## src/rtl/seg_capture_pkg.sv

```systemverilog
// seg_capture_pkg: shared definitions for the 7-segment capture path.
//   - Segment patterns for digits 0-9 and blank, laid out as bit7..bit1 = a..g and bit0 = dp.
//     The display driver's encoder uses the same constants.
//   - Nibble codes for a blank digit and an undecodable digit.
//   - FSM state encoding for the digit acceptance machine.
package seg_capture_pkg;

    localparam logic [7:0] Seg0     = 8'hFC;
    localparam logic [7:0] Seg1     = 8'h60;
    localparam logic [7:0] Seg2     = 8'hDA;
    localparam logic [7:0] Seg3     = 8'hF2;
    localparam logic [7:0] Seg4     = 8'h66;
    localparam logic [7:0] Seg5     = 8'hB6;
    localparam logic [7:0] Seg6     = 8'hBE;
    localparam logic [7:0] Seg7     = 8'hE0;
    localparam logic [7:0] Seg8     = 8'hFE;
    localparam logic [7:0] Seg9     = 8'hF6;
    localparam logic [7:0] SegBlank = 8'h00;

    localparam logic [3:0] NibBlank = 4'hA;
    localparam logic [3:0] NibErr   = 4'hF;

    typedef enum logic [1:0] {
        StIdle,
        StSettle,
        StHold
    } state_e;

endpackage

```

## src/rtl/seg_capture_segdecode.sv

```systemverilog
// seg_capture_segdecode: combinational 7-segment pattern to BCD decoder.
//   seg_i    in  8  segment lines a..g in bits 7..1, dp in bit 0
//   nibble_o out 4  decoded digit, NibBlank for all-off, NibErr otherwise
//   dp_o     out 1  decimal point, passed through
//   err_o    out 1  pattern is neither a digit nor blank
module seg_capture_segdecode
    import seg_capture_pkg::*;
(
    input  logic [7:0] seg_i,
    output logic [3:0] nibble_o,
    output logic       dp_o,
    output logic       err_o
);

    always_comb begin
        nibble_o = NibErr;
        err_o    = 1'b0;
        dp_o     = seg_i[0];
        // Match with dp forced low so the decimal point never affects the digit.
        case ({seg_i[7:1], 1'b0})
            Seg0:     nibble_o = 4'd0;
            Seg1:     nibble_o = 4'd1;
            Seg2:     nibble_o = 4'd2;
            Seg3:     nibble_o = 4'd3;
            Seg4:     nibble_o = 4'd4;
            Seg5:     nibble_o = 4'd5;
            Seg6:     nibble_o = 4'd6;
            Seg7:     nibble_o = 4'd7;
            Seg8:     nibble_o = 4'd8;
            Seg9:     nibble_o = 4'd9;
            SegBlank: nibble_o = NibBlank;
            default:  err_o    = 1'b1;
        endcase
    end

endmodule

```

## src/rtl/seg_capture.sv

```systemverilog
// seg_capture: reads back a multiplexed 7-segment bus into BCD digits.
//   clk         in  1         clock
//   rst_n       in  1         asynchronous active-low reset
//   segment     in  8         a..g in bits 7..1, dp in bit 0
//   digit_sel   in  DIGITS    one-hot digit select
//   bcd         out 4*DIGITS  last complete frame, nibble i = digit i
//   dp          out DIGITS    last complete frame's decimal points
//   frame_valid out 1         one-cycle pulse when bcd/dp update
//   frame_err   out 1         with frame_valid: some digit was undecodable
module seg_capture
    import seg_capture_pkg::*;
#(
    parameter int unsigned DIGITS  = 4,
    parameter int unsigned STABLE  = 4,
    parameter int unsigned TIMEOUT = 1024
) (
    input  logic                  clk,
    input  logic                  rst_n,
    input  logic [7:0]            segment,
    input  logic [DIGITS-1:0]     digit_sel,
    output logic [4*DIGITS-1:0]   bcd,
    output logic [DIGITS-1:0]     dp,
    output logic                  frame_valid,
    output logic                  frame_err
);

    localparam int unsigned CntW = $clog2(STABLE + 1);
    localparam int unsigned TmoW = $clog2(TIMEOUT + 1);

    state_e                   state_q, state_d;
    logic [7:0]               seg_q, seg_d;
    logic [DIGITS-1:0]        sel_q, sel_d;
    logic [CntW-1:0]          cnt_q, cnt_d;
    logic [TmoW-1:0]          tmo_q, tmo_d;
    logic [DIGITS-1:0]        mask_q, mask_d;
    logic [DIGITS-1:0][3:0]   slot_nib_q, slot_nib_d;
    logic [DIGITS-1:0]        slot_dp_q, slot_dp_d;
    logic [DIGITS-1:0]        slot_err_q, slot_err_d;
    logic [4*DIGITS-1:0]      bcd_q, bcd_d;
    logic [DIGITS-1:0]        dp_q, dp_d;
    logic                     fv_q, fv_d;
    logic                     fe_q, fe_d;

    logic       in_valid;
    logic       changed;
    logic       accept;
    logic [3:0] dec_nib;
    logic       dec_dp;
    logic       dec_err;

    // Decode always works on the registered sample that is being accepted.
    seg_capture_segdecode u_segdecode (
        .seg_i    (seg_q),
        .nibble_o (dec_nib),
        .dp_o     (dec_dp),
        .err_o    (dec_err)
    );

    assign in_valid = $onehot(digit_sel);
    assign changed  = (segment != seg_q) || (digit_sel != sel_q);
    assign seg_d    = segment;
    assign sel_d    = digit_sel;

    // Stability counter: 0 while the select is invalid, 1 on a new sample, saturates at STABLE.
    always_comb begin
        cnt_d = cnt_q;
        if (!in_valid) begin
            cnt_d = '0;
        end else if (changed) begin
            cnt_d = CntW'(1);
        end else if (cnt_q < CntW'(STABLE)) begin
            cnt_d = cnt_q + CntW'(1);
        end
    end

    // FSM state register.
    always_ff @(posedge clk or negedge rst_n) begin
        if (!rst_n) begin
            state_q <= StIdle;
        end else begin
            state_q <= state_d;
        end
    end

    // FSM next state.
    always_comb begin
        state_d = state_q;
        case (state_q)
            StIdle: begin
                if (in_valid) state_d = StSettle;
            end
            StSettle: begin
                if (!in_valid) begin
                    state_d = StIdle;
                end else if (accept && !changed) begin
                    state_d = StHold;
                end
            end
            StHold: begin
                if (changed) state_d = in_valid ? StSettle : StIdle;
            end
            default: state_d = StIdle;
        endcase
    end

    // FSM output: accept once the sample has been seen STABLE times in a row.
    always_comb begin
        accept = (state_q == StSettle) && (cnt_q == CntW'(STABLE));
    end

    // Slot, mask, timeout and frame publishing.
    always_comb begin
        tmo_d      = tmo_q;
        mask_d     = mask_q;
        slot_nib_d = slot_nib_q;
        slot_dp_d  = slot_dp_q;
        slot_err_d = slot_err_q;
        bcd_d      = bcd_q;
        dp_d       = dp_q;
        fv_d       = 1'b0;
        fe_d       = 1'b0;
        if (accept) begin
            tmo_d = '0;
            for (int i = 0; i < int'(DIGITS); i++) begin
                if (sel_q[i]) begin
                    slot_nib_d[i] = dec_nib;
                    slot_dp_d[i]  = dec_dp;
                    slot_err_d[i] = dec_err;
                end
            end
            mask_d = mask_q | sel_q;
            if (&mask_d) begin
                bcd_d  = slot_nib_d;
                dp_d   = slot_dp_d;
                fe_d   = |slot_err_d;
                fv_d   = 1'b1;
                mask_d = '0;
            end
        end else begin
            if (tmo_q < TmoW'(TIMEOUT)) begin
                tmo_d = tmo_q + TmoW'(1);
            end else begin
                // Stale partial frame: drop it without touching the published outputs.
                mask_d = '0;
            end
        end
    end

    always_ff @(posedge clk or negedge rst_n) begin
        if (!rst_n) begin
            seg_q      <= '0;
            sel_q      <= '0;
            cnt_q      <= '0;
            tmo_q      <= '0;
            mask_q     <= '0;
            slot_nib_q <= '0;
            slot_dp_q  <= '0;
            slot_err_q <= '0;
            bcd_q      <= '0;
            dp_q       <= '0;
            fv_q       <= 1'b0;
            fe_q       <= 1'b0;
        end else begin
            seg_q      <= seg_d;
            sel_q      <= sel_d;
            cnt_q      <= cnt_d;
            tmo_q      <= tmo_d;
            mask_q     <= mask_d;
            slot_nib_q <= slot_nib_d;
            slot_dp_q  <= slot_dp_d;
            slot_err_q <= slot_err_d;
            bcd_q      <= bcd_d;
            dp_q       <= dp_d;
            fv_q       <= fv_d;
            fe_q       <= fe_d;
        end
    end

    assign bcd         = bcd_q;
    assign dp          = dp_q;
    assign frame_valid = fv_q;
    assign frame_err   = fe_q;

endmodule

```

## config.mk

```make
export PLATFORM = sky130hd
export DESIGN_NAME = seg_capture
export DESIGN_NICKNAME = d
export VERILOG_FILES = /design/src/rtl/seg_capture_pkg.sv /design/src/rtl/seg_capture_segdecode.sv /design/src/rtl/seg_capture.sv
export SDC_FILE = /design/constraint.sdc
export NUM_CORES = 1
export LEC_CHECK = 0
export ABC_CLOCK_PERIOD_IN_PS = 2000
export CORE_ASPECT_RATIO = 1.1
export CORE_UTILIZATION = 35
export CTS_CLUSTER_SIZE = 14
export DETAILED_ROUTE_END_ITERATION = 6
export SLEW_MARGIN = 5
export SYNTH_ARGS = -nofsm -noshare
export SYNTH_HDL_FRONTEND = slang
export SYNTH_SLANG_ARGS = --single-unit
export TNS_END_PERCENT = 5
```

## constraint.sdc

```tcl
create_clock -name clk -period 2 [get_ports clk]
set_input_delay 0.2 -clock clk [delete_from_list [all_inputs] [get_ports clk]]
set_output_delay 0.2 -clock clk [all_outputs]
set_load 0.01 [all_outputs]
```

==> results.tsv <==
metric	value	unit
Clk network pwr share	39.4	%
crit-path max cell delay	540	ps
Primary FF master, synth	dfrtp_1	
detailed placer's ending HPWL	5.282	mm
CTS tree	yes	
static leakage power	1.994	nW
Post-Syn Nets	364	
RSZ-0062 raised after global routing	false	
nets@finish	413	
Final ANT Viol Nets	0	
most frequent cells in the layout	76 x dfrtp_1, 38 x nand2_1, 34 x clkdlybuf4s50_1, 27 x nor2_1, 21 x xor2_1	
sequential fraction of the synthesis area	53.32	%
top area cells in the synthesized netlist	dfrtp_1 53%, xor2_1 5.0%, nand2_1 4.0%, mux2i_1 3.8%, nor2_1 2.9%	
GR peak layer	met2	
Async SR Flop Fraction	100.0	%
initial core utilization	36.49	%
first-pass GRT wire length	12.73	mm
antenna violations before repair	0	
met2 usage	23.96	%
Yosys cell types	55	
critical path's top delay family	adder cells	
PwrDens	693.7	nW/um^2
Final Cell Area	4508	sq um
GR met3 Demand/Resource	4.231	%
Synth area leader	dfrtp_1	
Initial DRC Count	86	
Worst Hold Class	input pin to asynchronous set/reset pin	
fraction of layout instances using a drive strength above 1	16.33	%
core area	10030	sq um
VDD IR-drop max	307.3	uV
largest net degree at the start of global routing	29	
Post-CTS Setup Repair Bufs	0	
status	finished, final reports clean	
Synth Register Bits	78	
diode count	0	
Req. time, crit path	2290	ps
synth warn	0	
Clk pin slew, worst setup/hold paths	90	ps
Max Cap Violations	0	
Netlist Area Pre-Place	3661	sq um
Pint	0.002305	W
Clock Skew	13.31	ps
RePlAce Congestion	0.7789	
Worst Tran Pin Value	489.5	ps
Post-synth EDFFs	0	
Setup Slack @ Placement	-357.1	ps
P_sw	0.0008228	W
I/O Buffers	35	
Total Wirelength	7.516	mm
vias	2620	
H-tree depth	3	
logic gate share of total power	7.9	%
Total GRT Usage	15.24	%
CTS Root Cell	clkbuf_8	
worst-path cell chain	clkdlybuf4s50_1 > inv_1 > fa_1 > inv_1 > ha_1 > ha_1 > nor2_2 > nand2_2 > a211oi_2	
Sum Neg Setup Slack	0	ps
Top Ports	36	
Fin. Hold Viols	0	
grt total ovfl	0	
Rows	38	
dpl cell area	4263	sq um
Yosys top cell area share	53.32	%
Pre-antenna DRT Iters	4	
crit-path max FO	4	
crit path buf inv count	3	
commonest non-fill, non-tap cell in the layout	dfrtp_1	
DRC Markers	0	
syn avg cell area	10.64	sq um
CTS Buf Count	9	
Die X-Extent	99.52	um
Slowest cell on crit path	fa_1	
clk_lat worst skew	370	ps
Clock Path Buffers	2	
Die Ht	109.3	um
worst setup margin	92.14	ps
Max Freq	524.1	MHz
met1 Use GR	20.38	%
critical setup path kind	input pin to flip-flop	
Pins Over Slew Limit	0	
Max transition margin	67.19	%
Final Setup Violations	0	
Reg power frac	52.6	%
part of the cycle the worst path needs	95.39	%
Switching Share	26.31	%
Via density	4.870	
vias in the first global route	2573	
Syn-to-layout area delta	23.14	%
crit path launch type	input pin	
CTS Sinks	78	
Period minus WS final	1908	ps
Critical Path AT	2190	ps
Cells after Synth	344	
endpoint type of the worst setup path	flip-flop	
routed len/inst	13.97	um
Total Die Area	10870	sq um
fillers	952	
[metrics by stage]
step | total power [W] | instances | util [%] | hold slack (ps)
4_1_cts | 0.003152 | 538 | 44.64 | 295.5
5_1_grt | 0.003266 | 538 | 44.94 | 299.1
2_1_floorplan | 0.001801 | 344 | - | -95.59
3_3_place_gp | 0.001911 | 521 | 42.49 | 139.3
3_5_place_dp | 0.001917 | 521 | 42.49 | 146.9
6_report | 0.003127 | 538 | 44.94 | 281.5
[final cells by class]
class                      instances  area [sq um]  share of cell area (%)
clock buffer                       9         123.9                   2.748
inverter                          13         48.80                   1.082
clock inverter                     7         81.33                   1.804
timing repair buffer              56         533.0                   11.82
sequential                        78          1954                   43.35
multi-input combinational        235          1592                   35.30
tap                              140         175.2                   3.886
[synth_stat cells, drive strengths merged (2+ instances only)]
| library cell | n |
|---|---|
| a22o | 4 |
| or3 | 2 |
| mux2 | 8 |
| nand2 | 39 |
| xnor2 | 3 |
| a21oi | 10 |
| nor2b | 7 |
| clkbuf | 9 |
| dfrtp | 78 |
| nor3 | 12 |
| nand3 | 6 |
| nand2b | 2 |
| buf | 9 |
| ha | 5 |
| o22ai | 5 |
| a41oi | 5 |
| a211oi | 5 |
| mux2i | 14 |
| inv | 12 |
| and3 | 5 |
| o21ai | 27 |
| nor2 | 29 |
| a31oi | 4 |
| nor4 | 4 |
| xor2 | 21 |
[logic make-up (layout without fill, tap and decap cells)]
group | count (synthesis) | count (layout) | synth area share [%]
compound gates | 67 | 67 | 12.51
xor+xnor | 24 | 24 | 5.742
fa+ha+maj | 6 | 6 | 2.256
buf+inv | 31 | 85 | 3.964
flops | 78 | 78 | 53.32
mux | 22 | 22 | 6.288
simple gates | 116 | 116 | 15.93
[final timing paths]
kind                               from          to  slack (ps)  depth (start not counted)
hold reg to reg              state_q[0]  state_q[0]         460                          1
max in group asynchronous         rst_n    seg_q[1]        1150                          3
setup reg to reg               cnt_q[0]   mask_q[1]         200                          8
min in group clk             segment[1]    seg_q[1]         330                          1
hold / removal                    rst_n    cnt_q[1]         280                          2
setup / recovery           digit_sel[0]  state_q[0]          90                          9
[state kept, by name, indices dropped and copies added (netlist names)]
| register | flops |
|---|---|
| bcd | 16 |
| slot_nib_q | 16 |
| tmo_q | 11 |
| seg_q | 8 |
| dp | 4 |
| mask_q | 4 |
| sel_q | 4 |
| slot_dp_q | 4 |
| slot_err_q | 4 |
| cnt_q | 3 |
| state_q | 2 |
| frame_err | 1 |
| frame_valid | 1 |
[timing repair]
action                                  in CTS  in global routing
endpoints found under the hold margin       24                  0
resized for setup                            0                  8
endpoints found under the setup margin       0                 13
hold buffers                                 1                  0
[power by group through the flow]
stage / registers [W] / clock network (W) / logic, W
detailed placement: 0.00168 / 0 / 0.000241
CTS: 0.00165 / 0.00126 / 0.000245
global placement: 0.00168 / 0 / 0.000236
global route: 0.00165 / 0.00133 / 0.000280
floorplan: 0.00166 / 0 / 0.000143
finish: 0.00165 / 0.00123 / 0.000248
[layer usage]
| layer | vias to the layer above | wire length [um] |
|---|---|---|
| li1 | 1297 | - |
| met2 | 30 | 3530 |
| met5 | - | 0 |
| met4 | 0 | 49 |
| met1 | 1287 | 3722 |
| met3 | 6 | 213 |
(Power assumes the default switching activity.)
==> RTL edit (config.mk and constraints unchanged) <==
Set the parameter `TIMEOUT` to 512 (it was 1024).
--- a/src/rtl/seg_capture.sv
+++ b/src/rtl/seg_capture.sv
@@ -14,3 +14,3 @@
     parameter int unsigned STABLE  = 4,
-    parameter int unsigned TIMEOUT = 1024
+    parameter int unsigned TIMEOUT = 512
 ) (
Behaviour: no difference found for any inputs over 10 cycles, from zero or initial values and one cycle with rst_n low; that may be too few to reach the edited logic, so the function may still have changed.
==> RTL edit against the unedited design <==
The run now ends with negative setup slack left; power is 15% higher; largest power group is now the clock network; sequential cell count is 1 lower; cell count is 3.7% higher; area after synthesis is 1.1% higher; core utilization is 0.61 points higher; clock skew is 0.0067 ns lower; routed wire length is 7.3% higher; final area is 4.5% higher; die area is 1.0% higher; worst setup slack worse by 0.11 ns.
==> RTL edit: results (changes against the unedited design) <==
| Metric | Value |
|---|---|
| I/O Buffers | 35 (unchanged) |
| Ranking of synthesized cells by area | dfrtp_1, nand2_1, xor2_1 |
| Worst-path clk slew | 0.07 ns (-0.02 ns) |
| Failing checks | negative setup slack |
| TritonRoute pass-1 iters | 4 (unchanged) |
| Worst R2R Path Depth | 6 (-2) |
| Reg-to-reg critical path startpoint | seg_q[2] |
| Number of max-cap violations | 0 (unchanged) |
| Post-synthesis mux area share | 0.06358 (+0.0006935) |
| Filler cells | 1013 (+6.4%) |
| Max VDD drop | 352.9 uV (+15%) |
| Final setup margin | -0.01957 ns (-0.1117 ns) |
| Synth cell count leaders | dfrtp_1, nand2_1, o21ai_0 |
| Clock root buffer | clkbuf_16 |
| Post-DP HPWL | 5615 um (+6.3%) |
| Nets | 430 (+4.1%) |
| Synth Area per Inst | 10.51 um2 (-1.2%) |
| Mapped Nets | 372 (+2.2%) |
| GRT Total Usage | 0.1629 (+0.01047) |
| Slew @ Worst Pin | 0.5682 ns (+0.07871 ns) |
| Hold Startpoint | digit_sel[0] |
| Vias | 2721 (+3.9%) |
| Post-Place Cell Area | 4360 um2 (+2.3%) |
| Slowest cell on crit path | or4_4 |
| R2r endpoint | slot_nib_q[2] |
| Yosys warns | 0 (unchanged) |
| Critical Path Fanout Max | 8 (+4) |
| Final Non-Filler Cells | 558 (+3.7%) |
| Static Leak | 2.092 nW (+4.9%) |
| Hold_ws | 0.2883 ns (+0.006789 ns) |
| Outcome | finished with violations |
| Vias in the first global route | 2824 (+9.8%) |
| Layout Skew | 0.006577 ns (-0.006728 ns) |
| Initial antenna violation count | 0 (unchanged) |
| Share of cells above drive strength 1 | 0.1904 (+0.02704) |
| Xor-xnor portion of the synthesized cell area | 0.04735 (-0.01007) |
| Post-Place Worst Slack | -0.3992 ns (-0.04207 ns) |
| # setup viols final | 8 (+8) |
| First-pass GRT wire length | 13720 um (+7.8%) |
| Dpl cells | 540 (+3.6%) |
| H-Tree Depth | 3 (unchanged) |
| Compound-Gate Fraction of Synth Area | 0.1410 (+0.01594) |
| Placer Congestion | 0.7951 (+2.1%) |
| Seq/Total Area, Yosys | 0.5208 (-0.01235) |
| Synth Area in Adders | 0.02232 (-0.0002365) |
| CP peak stage delay | 0.55 ns |
| ANT cells | 0 (unchanged) |
| Post-DR wirelength/cell | 14.45 um (+3.4%) |
| Number of DRC markers in iteration 0 | 114 (+33%) |
| Worst Hold End | sel_q[0] |
| Number of instances on the worst hold path | 2 |
| Post-synth ARST share | 1.000 (unchanged) |
| Largest net degree at the start of global routing | 58 (+100%) |
| Hold Crit Class | input pin to flop |
| Critical path data arrival time | 2.24 ns (+0.05 ns) |
| Synth Flop Type | dfrtp_1 |
| Cell variety after synth | 56 (+1.8%) |
| Num CTS Buffers | 9 (unchanged) |
| Clock latency on the worst-skew pair | 0.33 ns (-0.04 ns) |
| Max Root-Sink Buffers | 2 (unchanged) |
==> RTL edit: cell types whose count changed in the layout (fill, tap and decap cells not counted), sizes merged, moves of 6 or more <==
cell	before	now
nor2b	7	1
o21ai	27	35
buf	21	30
nor2	29	22
a21oi	10	16
==> RTL edit: critical path: cells and delay by family, from the launching register on <==
family	cells	cell delay, ns
and+or+nand+nor	3	0.87
DFF	1	0.42
buffers and inverters	2	0.36
muxes	1	0.26
==> RTL edit: worst max-delay path by stage <==
stage,startpoint,to,slack (ns)
finish,seg_q[2],slot_nib_q[2],-0.02
global route,seg_q[2],slot_nib_q[5],-0.12
CTS,digit_sel[1],state_q[0],0.04
detailed placement,digit_sel[0],state_q[0],-0.40
global placement,digit_sel[0],state_q[0],-0.34
floorplan,cnt_q[0],bcd[13],0.25
==> RTL edit: cell type report <==
type	instances	area share
clock buffers	9	0.04780
repair buffers	65	0.1245
inverters	15	0.01195
flip-flops and latches	77	0.4089
multi-input cells	242	0.3513
well taps	143	0.03797
clock inverters	7	0.01753
==> RTL edit: timing repair <==
action                                  CTS  global route
endpoints found under the hold margin    20             0
gates resized for setup                   1             9
pin swaps                                 1             3
setup buffers                             0             1
endpoints found under the setup margin    4            24
hold buffers                              1             0
==> RTL edit: where the power goes <==
group	total (mW)	internal, mW	switching, mW
registers	1.62	1.59	0.0322
clock network	1.68	0.988	0.689
logic	0.286	0.124	0.162
total	3.58	2.70	0.883
==> RTL edit: per-stage QoR <==
step / setup TNS (ns) / power (mW) / util
floorplan: 0 / 1.788 / -
global placement: -1.427 / 1.916 / 0.4215
detailed placement: -1.767 / 1.925 / 0.4215
CTS: 0 / 3.604 / 0.4521
global route: -1.233 / 3.732 / 0.4555
finish: -0.08232 / 3.582 / 0.4555
==> RTL edit: per-layer routing <==
layer / global-route usage / wire [um] / up-vias
met1: 0.2041 / 3651 / 1317
li1: - / - / 1352
met2: 0.2793 / 4051 / 50
met3: 0.03115 / 316 / 2
met5: 0 / 0 / -
met4: 0.06315 / 42 / 0
==> RTL edit: kinds of logic (layout without fill, tap and decap cells) <==
| logic type | Yosys count | count (layout) |
|---|---|---|
| and+or+nand+nor | 117 | 117 |
| muxes | 22 | 22 |
| DFF | 77 | 77 |
| buffers and inverters | 33 | 96 |
| xor gates and xnor gates | 20 | 20 |
| adders and majority gates | 6 | 6 |
| AOI/OAI and AO/OA | 77 | 77 |
